==> config.mk <==
export PLATFORM = sky130hd
export DESIGN_NAME = voice_param_scheduler_flat
export DESIGN_NICKNAME = d
export VERILOG_FILES = /design/src/rtl/voice_param_scheduler_if.sv /design/src/rtl/voice_param_scheduler.sv /design/src/flat_wrapper.sv
export SDC_FILE = /design/constraint.sdc
export NUM_CORES = 1
export LEC_CHECK = 0
export ABC_CLOCK_PERIOD_IN_PS = 2900
export CORE_MARGIN = 1
export CORE_UTILIZATION = 51
export CTS_BUF_LIST = sky130_fd_sc_hd__clkbuf_16
export DETAILED_ROUTE_END_ITERATION = 8
export PLACE_DENSITY = 0.83
export SYNTH_ARGS = -nofsm -noshare
export SYNTH_HDL_FRONTEND = slang
export SYNTH_SLANG_ARGS = --single-unit
==> constraint.sdc <==
create_clock -name IO_main_clk -period 2.9 [get_ports IO_main_clk]
set_input_delay 0.29 -clock IO_main_clk [delete_from_list [all_inputs] [get_ports IO_main_clk]]
set_output_delay 0.29 -clock IO_main_clk [all_outputs]
set_load 0.01 [all_outputs]
==> src/rtl/voice_param_scheduler_if.sv <==
// Register-file read port and FM datapath result bus of the voice scheduler.
// master: scheduler side (drives addresses/strobes/results); slave: RAM, flags, datapath.
interface voice_param_scheduler_if;
   logic [9:0]  IO_R_Mem_addr;
   logic [17:0] IO_R_Mem_value;
   logic        IO_Flag_read;
   logic [3:0]  IO_Flag_addr;
   logic [1:0]  IO_Flag_value;
   logic        IO_Param_valid;
   logic [3:0]  IO_Param_voice;
   logic [3:0]  IO_Param_index;
   logic [17:0] IO_Param_value;
   logic        IO_Key_valid;
   logic [1:0]  IO_Key_event;
   logic        IO_Frame_done;
   logic        IO_Overrun;

   modport master (
      output IO_R_Mem_addr, IO_Flag_read, IO_Flag_addr,
      output IO_Param_valid, IO_Param_voice, IO_Param_index,
      output IO_Param_value, IO_Key_valid, IO_Key_event,
      output IO_Frame_done, IO_Overrun,
      input  IO_R_Mem_value, IO_Flag_value
   );

   modport slave (
      input  IO_R_Mem_addr, IO_Flag_read, IO_Flag_addr,
      input  IO_Param_valid, IO_Param_voice, IO_Param_index,
      input  IO_Param_value, IO_Key_valid, IO_Key_event,
      input  IO_Frame_done, IO_Overrun,
      output IO_R_Mem_value, IO_Flag_value
   );
endinterface

==> src/rtl/voice_param_scheduler.sv <==
// Per-sample sweep of voice event flags and parameter RAM into the FM datapath.
// Ports: IO_main_clk, IO_reset (async, high), bus (master modport of
// voice_param_scheduler_if); IO_Sample_tick only with VOICE_SCHED_EXT_TICK_EN.
module voice_param_scheduler #(
   parameter int NUM_VOICES       = 8,
   parameter int PARAMS_PER_VOICE = 4,
   parameter int ADDR_BASE        = 0,
   parameter int MEM_LATENCY      = 1,
   parameter int SAMPLE_DIV       = 512
) (
   input logic IO_main_clk,
   input logic IO_reset,
`ifdef VOICE_SCHED_EXT_TICK_EN
   input logic IO_Sample_tick,
`endif
   voice_param_scheduler_if.master bus
);

   typedef enum logic [2:0] {
      IDLE, FLAG_RD, FLAG_CAP, PARAM_RD, DRAIN
   } state_t;

   localparam logic [3:0] LAST_V = 4'(NUM_VOICES - 1);
   localparam logic [3:0] LAST_P = 4'(PARAMS_PER_VOICE - 1);
   localparam logic [1:0] LAST_D = 2'(MEM_LATENCY - 1);

   state_t      state;
   logic [3:0]  voice;
   logic [3:0]  param;
   logic [1:0]  drain_cnt;
   logic [9:0]  next_addr;
   logic        tick;
   logic        issue;
   logic [3:0]  issue_idx;

   // Tags travel alongside each outstanding read until its data returns.
   logic        pv     [MEM_LATENCY];
   logic [3:0]  pvoice [MEM_LATENCY];
   logic [3:0]  pidx   [MEM_LATENCY];

`ifdef VOICE_SCHED_EXT_TICK_EN
   assign tick = IO_Sample_tick;
`else
   localparam int DW = $clog2(SAMPLE_DIV + 1);
   logic [DW-1:0] div_q;

   assign tick = (div_q == DW'(SAMPLE_DIV - 1));

   always_ff @(posedge IO_main_clk or posedge IO_reset) begin
      if (IO_reset) div_q <= '0;
      else if (tick) div_q <= '0;
      else div_q <= div_q + 1'b1;
   end
`endif

   // Address for p0 is loaded leaving FLAG_CAP; later ones while in PARAM_RD.
   always_comb begin
      issue     = 1'b0;
      issue_idx = '0;
      if (state == FLAG_CAP) begin
         issue = 1'b1;
      end else if (state == PARAM_RD && param != LAST_P) begin
         issue     = 1'b1;
         issue_idx = param + 4'd1;
      end
   end

   always_ff @(posedge IO_main_clk or posedge IO_reset) begin
      if (IO_reset) begin
         state              <= IDLE;
         voice              <= '0;
         param              <= '0;
         drain_cnt          <= '0;
         next_addr          <= 10'(ADDR_BASE);
         for (int i = 0; i < MEM_LATENCY; i++) begin
            pv[i]     <= 1'b0;
            pvoice[i] <= '0;
            pidx[i]   <= '0;
         end
         bus.IO_R_Mem_addr  <= '0;
         bus.IO_Flag_read   <= 1'b0;
         bus.IO_Flag_addr   <= '0;
         bus.IO_Param_valid <= 1'b0;
         bus.IO_Param_voice <= '0;
         bus.IO_Param_index <= '0;
         bus.IO_Param_value <= '0;
         bus.IO_Key_valid   <= 1'b0;
         bus.IO_Key_event   <= '0;
         bus.IO_Frame_done  <= 1'b0;
         bus.IO_Overrun     <= 1'b0;
      end else begin
         bus.IO_Key_valid  <= 1'b0;
         bus.IO_Frame_done <= 1'b0;

         if (tick && state != IDLE)
            bus.IO_Overrun <= 1'b1;

         pv[0]     <= issue;
         pvoice[0] <= voice;
         pidx[0]   <= issue_idx;
         for (int i = 1; i < MEM_LATENCY; i++) begin
            pv[i]     <= pv[i-1];
            pvoice[i] <= pvoice[i-1];
            pidx[i]   <= pidx[i-1];
         end

         bus.IO_Param_valid <= pv[MEM_LATENCY-1];
         if (pv[MEM_LATENCY-1]) begin
            bus.IO_Param_voice <= pvoice[MEM_LATENCY-1];
            bus.IO_Param_index <= pidx[MEM_LATENCY-1];
            bus.IO_Param_value <= bus.IO_R_Mem_value;
         end

         // Voices are contiguous in RAM, so one running counter suffices.
         if (issue) begin
            bus.IO_R_Mem_addr <= next_addr;
            next_addr         <= next_addr + 10'd1;
         end

         unique case (state)
            IDLE: begin
               if (tick) begin
                  state            <= FLAG_RD;
                  voice            <= '0;
                  next_addr        <= 10'(ADDR_BASE);
                  bus.IO_Flag_read <= 1'b1;
                  bus.IO_Flag_addr <= '0;
               end
            end
            FLAG_RD: begin
               bus.IO_Flag_read <= 1'b0;
               state            <= FLAG_CAP;
            end
            FLAG_CAP: begin
               param <= '0;
               state <= PARAM_RD;
               if (bus.IO_Flag_value != 2'b00) begin
                  bus.IO_Key_valid   <= 1'b1;
                  bus.IO_Key_event   <= bus.IO_Flag_value;
                  bus.IO_Param_voice <= voice;
               end
            end
            PARAM_RD: begin
               if (param == LAST_P) begin
                  state     <= DRAIN;
                  drain_cnt <= '0;
               end else begin
                  param <= param + 4'd1;
               end
            end
            DRAIN: begin
               if (drain_cnt == LAST_D) begin
                  drain_cnt <= '0;
                  if (voice == LAST_V) begin
                     state             <= IDLE;
                     bus.IO_Frame_done <= 1'b1;
                  end else begin
                     voice            <= voice + 4'd1;
                     state            <= FLAG_RD;
                     bus.IO_Flag_read <= 1'b1;
                     bus.IO_Flag_addr <= voice + 4'd1;
                  end
               end else begin
                  drain_cnt <= drain_cnt + 2'd1;
               end
            end
            default: state <= IDLE;
         endcase
      end
   end

endmodule

==> src/flat_wrapper.sv <==
// flat-port wrapper written by rule: the top's interface ports become plain ports
module voice_param_scheduler_flat 
#(
   parameter int NUM_VOICES       = 8,
   parameter int PARAMS_PER_VOICE = 4,
   parameter int ADDR_BASE        = 0,
   parameter int MEM_LATENCY      = 1,
   parameter int SAMPLE_DIV       = 512
)
  (IO_main_clk, IO_reset, bus_IO_R_Mem_addr, bus_IO_Flag_read, bus_IO_Flag_addr, bus_IO_Param_valid, bus_IO_Param_voice, bus_IO_Param_index, bus_IO_Param_value, bus_IO_Key_valid, bus_IO_Key_event, bus_IO_Frame_done, bus_IO_Overrun, bus_IO_R_Mem_value, bus_IO_Flag_value);
  voice_param_scheduler_if bus_i ();
  input logic IO_main_clk;
  input logic IO_reset;
  output wire logic [$bits(bus_i.IO_R_Mem_addr)-1:0] bus_IO_R_Mem_addr;
  output wire logic [$bits(bus_i.IO_Flag_read)-1:0] bus_IO_Flag_read;
  output wire logic [$bits(bus_i.IO_Flag_addr)-1:0] bus_IO_Flag_addr;
  output wire logic [$bits(bus_i.IO_Param_valid)-1:0] bus_IO_Param_valid;
  output wire logic [$bits(bus_i.IO_Param_voice)-1:0] bus_IO_Param_voice;
  output wire logic [$bits(bus_i.IO_Param_index)-1:0] bus_IO_Param_index;
  output wire logic [$bits(bus_i.IO_Param_value)-1:0] bus_IO_Param_value;
  output wire logic [$bits(bus_i.IO_Key_valid)-1:0] bus_IO_Key_valid;
  output wire logic [$bits(bus_i.IO_Key_event)-1:0] bus_IO_Key_event;
  output wire logic [$bits(bus_i.IO_Frame_done)-1:0] bus_IO_Frame_done;
  output wire logic [$bits(bus_i.IO_Overrun)-1:0] bus_IO_Overrun;
  input wire logic [$bits(bus_i.IO_R_Mem_value)-1:0] bus_IO_R_Mem_value;
  input wire logic [$bits(bus_i.IO_Flag_value)-1:0] bus_IO_Flag_value;
  assign bus_IO_R_Mem_addr = bus_i.IO_R_Mem_addr;
  assign bus_IO_Flag_read = bus_i.IO_Flag_read;
  assign bus_IO_Flag_addr = bus_i.IO_Flag_addr;
  assign bus_IO_Param_valid = bus_i.IO_Param_valid;
  assign bus_IO_Param_voice = bus_i.IO_Param_voice;
  assign bus_IO_Param_index = bus_i.IO_Param_index;
  assign bus_IO_Param_value = bus_i.IO_Param_value;
  assign bus_IO_Key_valid = bus_i.IO_Key_valid;
  assign bus_IO_Key_event = bus_i.IO_Key_event;
  assign bus_IO_Frame_done = bus_i.IO_Frame_done;
  assign bus_IO_Overrun = bus_i.IO_Overrun;
  assign bus_i.IO_R_Mem_value = bus_IO_R_Mem_value;
  assign bus_i.IO_Flag_value = bus_IO_Flag_value;
  voice_param_scheduler #(.NUM_VOICES(NUM_VOICES), .PARAMS_PER_VOICE(PARAMS_PER_VOICE), .ADDR_BASE(ADDR_BASE), .MEM_LATENCY(MEM_LATENCY), .SAMPLE_DIV(SAMPLE_DIV)) u_core (.IO_main_clk(IO_main_clk), .IO_reset(IO_reset), .bus(bus_i));
endmodule
Word level (Yosys, flattened, before mapping)
Index checks and enable logic that the tools add are counted.
{ "op_classes": {"n_addsub": 5, "n_eq_ne": 13, "muxes": 34, "n_reduce_logical": 16} }
{ "ops": {"columns": ["operator", "count"], "rows": [
  ["$mux 10", 4],
  ["$mux 4", 9],
  ["$add 10x1->10 const B", 2],
  ["$pmux 4 s2", 2],
  ["$pmux 3 s5", 1],
  ["$mux 1", 11],
  ["$eq 10x9->1 const B", 1],
  ["$mux 3", 3],
  ["$add 4x1->4 const B", 2],
  ["$reduce_and 4->1", 2],
  ["$reduce_bool 2->1", 4],
  ["$eq 3x2->1 const B", 2],
  ["$ne 2x2->1 const B", 3],
  ["$reduce_and 2->1", 3],
  ["$reduce_bool 3->1", 2],
  ["$eq 4x2->1 const B", 1],
  ["$eq 4x3->1 const B", 1],
  ["$mux 2", 2],
  ["$ne 2x1->1 const B", 2],
  ["$ne 4x2->1 const B", 1],
  ["$pmux 2 s2", 1],
  ["$eq 3x1->1 const B", 1],
  ["$eq 3x3->1 const B", 1],
  ["$logic_not 3->1", 1],
  ["other kinds (5)", 6]
]} }
{ "word_totals": {"register_bits": 85, "inputBits": 22, "out_inout_bits": 47, "wordCells": 87} }

Depth between registers and ports, before layout
{ "depth": {"depth_word": 7, "depth_mapped": 7, "mapped_depth_nobuf": 6} }

Worst setup path after synthesis
Ideal clock, no wire load.
{ "synth_path": {"path_kind": "reg-to-reg", "from": "register u_core.div_q[0]", "to": "register u_core.bus.IO_Flag_read", "setup_ps": 79, "t_arrival_ps": 1491, "t_required_ps": 2821, "slack_ps": 1329, "path_stages_with_launch": 6, "n_path_buf": 0, "synth_period_minus_slack_ps": 1571, "cell_sequence": "dfrtp_1 ha_1 nand4_2 or3_1 a211oi_1 a2bb2oi_1"} }
{ "synth_via": {"elab_chain_cells": 3} }
{ "synth_lines": {"columns": ["item", "line", "source"], "rows": [
  ["start: declaration", "voice_param_scheduler.sv:45", "logic [DW-1:0] div_q;"],
  ["start signal: assignment", "voice_param_scheduler.sv:52", "else div_q <= div_q + 1'b1;"],
  ["$eq 10x9->1", "voice_param_scheduler.sv:47", "assign tick = (div_q == DW'(SAMPLE_DIV - 1));"],
  ["$ne 2x1->1 (no source line)", null, null],
  ["$reduce_and 4->1 (no source line)", null, null],
  ["end signal: assignment", "voice_param_scheduler.sv:81", "bus.IO_Flag_read <= 1'b0;"],
  ["end signal: assignment", "voice_param_scheduler.sv:126", "bus.IO_Flag_read <= 1'b1;"],
  ["end signal: assignment", "voice_param_scheduler.sv:131", "bus.IO_Flag_read <= 1'b0;"],
  ["end: declaration", "voice_param_scheduler_if.sv:19", "output IO_R_Mem_addr, IO_Flag_read, IO_Flag_addr,"]
]} }
Every way passes these cells.
A chain may end at the register's enable or synchronous reset.

Worst setup path after layout
{ "layout_path": {"from": "register u_core.state[0]", "to": "register u_core.bus.IO_Flag_addr[2]"} }
{ "layout_via": {"elab_chain_cells": 3, "elab_cells_between_ends": 8, "cone_classes": "eq/ne (4); mux (1); reduce/logical (3)"} }
{ "layout_lines": {"columns": ["item", "line", "source"], "rows": [
  ["start: declaration", "voice_param_scheduler.sv:27", "state_t state;"],
  ["start signal: assignment", "voice_param_scheduler.sv:70", "state <= IDLE;"],
  ["start signal: assignment", "voice_param_scheduler.sv:123", "state <= FLAG_RD;"],
  ["start signal: assignment", "voice_param_scheduler.sv:132", "state <= FLAG_CAP;"],
  ["$eq 3x3->1 or $logic_not 3->1 (tied branches)", "voice_param_scheduler.sv:120", "unique case (state)"],
  ["$ne 2x1->1 (no source line) (tied with other cells)", null, null],
  ["$reduce_and 4->1 (no source line)", null, null],
  ["end signal: assignment", "voice_param_scheduler.sv:161", "bus.IO_Flag_addr <= voice + 4'd1;"],
  ["end: declaration", "voice_param_scheduler_if.sv:19", null]
]} }
Several ways; a longest one is shown, not always the timed one.

==> flow_summary_export.csv <==
group,metric,value,unit
global_routing,grt_max_degree,66,
synthesis,syn-num-nets,336,
place,gp_congestion,0.744,
global_routing,grt.met1_usage,26.2,%
synthesis,ys_ff_latch,85,
synthesis,syn_area,0.00359,mm2
pwr,powerDensity,511,mW/mm2
critical_path,worstPathBufferInverterCount,0,
sta,whs,0.235,ns
sta,rsz0062_at_grt,"no",
synthesis,synth-compound-area-share,5.92,%
clock_network,cts_tree,"built",
synthesis,async_reset_ff_share,100,%
synthesis,ys_warn_count,0,
sta,period_share,74.7,%
critical_path,startpoint,"u_core.state[0]",
critical_path,worstPathCellList,"or3_4, nor4_4, a21oi_1, a22o_1",
place,io_buffers,68,
synthesis,yosys.area_share.simple,17.7,%
detailed_routing,drc,0,
critical_path,crit_slowest_cell,"nor4_4",
clock_network,clk_latency,0.33,ns
global_routing,grt_busiest_layer,"met2",
critical_path,required,3.12,ns
critical_path,reg2reg_slack,0.73,ns
final_layout,drive_gt1_share,13.3,%
floorplanning,die_w,85.9,um
detailed_routing,drt_iter0_markers,107,
critical_path,cp-end-kind,"flip-flop",
critical_path,arrival,2.39,ns
clock_network,clk_pin_slew_worst_paths,0.07,ns
clock_network,cts_sinks,85,
synthesis,avgSynthCellArea,11.7,um2
pwr,p_leak,2.11,nW
clock_network,postCtsHoldBufs,0,
sta,setup_viol,0,
clock_network,postCtsSetupRepairBufs,0,
synthesis,synth-edff-count,0,
synthesis,synth_ff_type,"dfrtp_1",
floorplanning,floorplan.initialDensity,52.9,%
floorplanning,die_y,85.9,um
detailed_routing,avgRoutedWirePerCell,14.1,um
global_routing,grt_pass1_vias,2402,
clock_network,cts.path.max_buffers,2,
global_routing,grtUsageMet2,30.9,%
synthesis,synthDistinctLibCells,49,
sta,slew_viol_final,0,
global_routing,gr-usage-all-layers,19.9,%
sta,layout_min_cycle_time,2.17,ns
global_routing,antenna_found_initial,0,
detailed_routing,viasPerCell,5.18,
sta,tns,0,ns
detailed_routing,ant_nets,0,
global_routing,met3_usage,5.29,%
sta,fmax,461,MHz
clock_network,cts_resized,0,
pwr,finalPower,2.39,mW
place,placed_cell_area,0.00438,mm2
detailed_routing,routed_wl,6760,um
critical_path,crit_fanout,14,
run_status,status,"finished, final reports clean",
synthesis,synth-xor-area-share,4.39,%
sta,finalHoldViolations,0,
critical_path,r2r_end,"u_core.bus.IO_Flag_addr[2]",
critical_path,critPathTopFamily,"simple AND/OR/NAND/NOR gates",
floorplanning,rows,30,
place,hpwl,4450,um
pwr,vdd_drop_max,290,uV
final_layout,fill_cells,502,
floorplanning,core,0.00679,mm2
synthesis,yosys.area.top_type,"dfrtp_1",
critical_path,start_kind,"flip-flop",
synthesis,synth_most_common_cell,"dfrtp_1",
critical_path,rr_startpoint,"u_core.state[0]",
detailed_routing,vias,2485,
detailed_routing,first_pass_iters,4,
sta,clock_skew,0.00588,ns
synthesis,synth_area_leaders,"dfrtp_1, mux2_2, nand2_1",
clock_network,cts_buffers,9,
synthesis,synth_commonest_cells,"dfrtp_1, nand2_1, nor2_1, mux2_2",
synthesis,synth_top_family_by_area,"simple AND/OR/NAND/NOR gates",
sta,tightest_slew,0.714,ns
clock_network,cts-htree-levels,3,
critical_path,rr_worst_depth,4,
final_layout,antenna_cells,0,
synthesis,netlist_instances,308,
critical_path,slowest_delay,0.66,ns
clock_network,cts_root_buffer,"clkbuf_16",
critical_path,criticalPathCategory,"flip-flop to flip-flop",
final_layout,final_cell_area,0.00468,mm2
global_routing,overflow,0,
floorplanning,fp.dieArea,0.00739,mm2
synthesis,synth-seq-area-share,59.2,%
sta,slew_headroom,52.1,%
synthesis,yosysTopAreaCellShare,59.2,%
floorplanning,io_pins,69,
global_routing,grt_pass1_wl,11300,um
final_layout,syn_to_final_growth,30.3,%
run,drv_cap,0,
hold_path,worst_hold_path_type,"input pin to asynchronous set/reset pin",
synthesis,synth_mux_area_share,8.32,%
final_layout,nNetsFinal,407,
synthesis,yosys.area_share.adder,2.09,%
## layout make-up
class	instances	area, um2	area share, %
clock inverters	7	78.8	1.68
well taps	96	120	2.57
repair buffers	71	716	15.3
clock buffers	9	225	4.81
multi-input cells	203	1380	29.5
inverters	9	35.0	0.748
flip-flops and latches	85	2130	45.4
## power breakdown
part / leakage [nW] / total, mW / switching, mW / internal (mW)
registers: 1.15 / 1.19 / 0 / 1.19
clock network: 0.139 / 1.15 / 0.475 / 0.676
logic: 0.819 / 0.0540 / 0.0264 / 0.0276
total: 2.11 / 2.39 / 0.501 / 1.89
## metrics by stage
stage | std cells | utilization, % | worst slack [ns]
detailed placement | 464 | 64.4 | 0.763
CTS | 480 | 68.9 | 0.749
global placement | 464 | 64.4 | 0.815
finish | 480 | 68.9 | 0.733
floorplan | 308 | - | 0.417
global route | 480 | 68.9 | 0.643
## cells in the final DEF, fill, tap and decap left out, types with 4 or more instances in the layout
cell type        instances
a21oi_1                  5
a21o_1                   4
inv_1                    8
nand2_1                 47
xnor2_1                 10
clkbuf_16                9
clkdlybuf4s50_1         68
xor2_1                   8
nor2_1                  25
nand3_1                  8
o21ai_0                 10
dfrtp_1                 85
mux2i_1                  4
nand4_1                  5
mux2_2                  23
nand3b_1                 5
ha_1                     6
## flip-flops by register name, summed over array words and instances (netlist names), 2 cells and up
name,flops
u_core.bus.IO_Param_value,18
u_core.bus.IO_R_Mem_addr,10
u_core.div_q,10
u_core.next_addr,10
u_core.bus.IO_Flag_addr,4
u_core.bus.IO_Param_index,4
u_core.bus.IO_Param_voice,4
u_core.param,4
u_core.pidx,4
u_core.pvoice,4
u_core.state,3
u_core.bus.IO_Key_event,2
u_core.drain_cnt,2
## routing by layer
| layer | vias up | part of all wire [%] |
|---|---|---|
| met5 | - | 0 |
| li1 | 1205 | - |
| met2 | 66 | 48 |
| met1 | 1208 | 46 |
| met4 | 0 | 1.3 |
| met3 | 6 | 5.5 |
## kinds of logic (layout without fill, tap and decap cells)
| family | after synthesis | in the layout |
|---|---|---|
| AO/OA/AOI/OAI | 34 | 34 |
| XOR/XNOR | 18 | 18 |
| adder cells (fa/ha/maj) | 6 | 6 |
| buffers and inverters | 20 | 96 |
| flip-flops | 85 | 85 |
| multiplexers | 27 | 27 |
| AND/OR/NAND/NOR | 118 | 118 |
## how the worst max path moves through the flow
stage	end	slack, ns	cells past startpoint
CTS	u_core.bus.IO_Flag_addr[2]	0.75	4
finish	u_core.bus.IO_Flag_addr[2]	0.73	4
detailed placement	u_core.bus.IO_Flag_addr[2]	0.76	4
global placement	u_core.bus.IO_Flag_addr[2]	0.82	4
global route	u_core.bus.IO_Flag_addr[2]	0.64	4
floorplan	u_core.bus.IO_Flag_addr[0]	0.42	1
(Power assumes the default switching activity.)
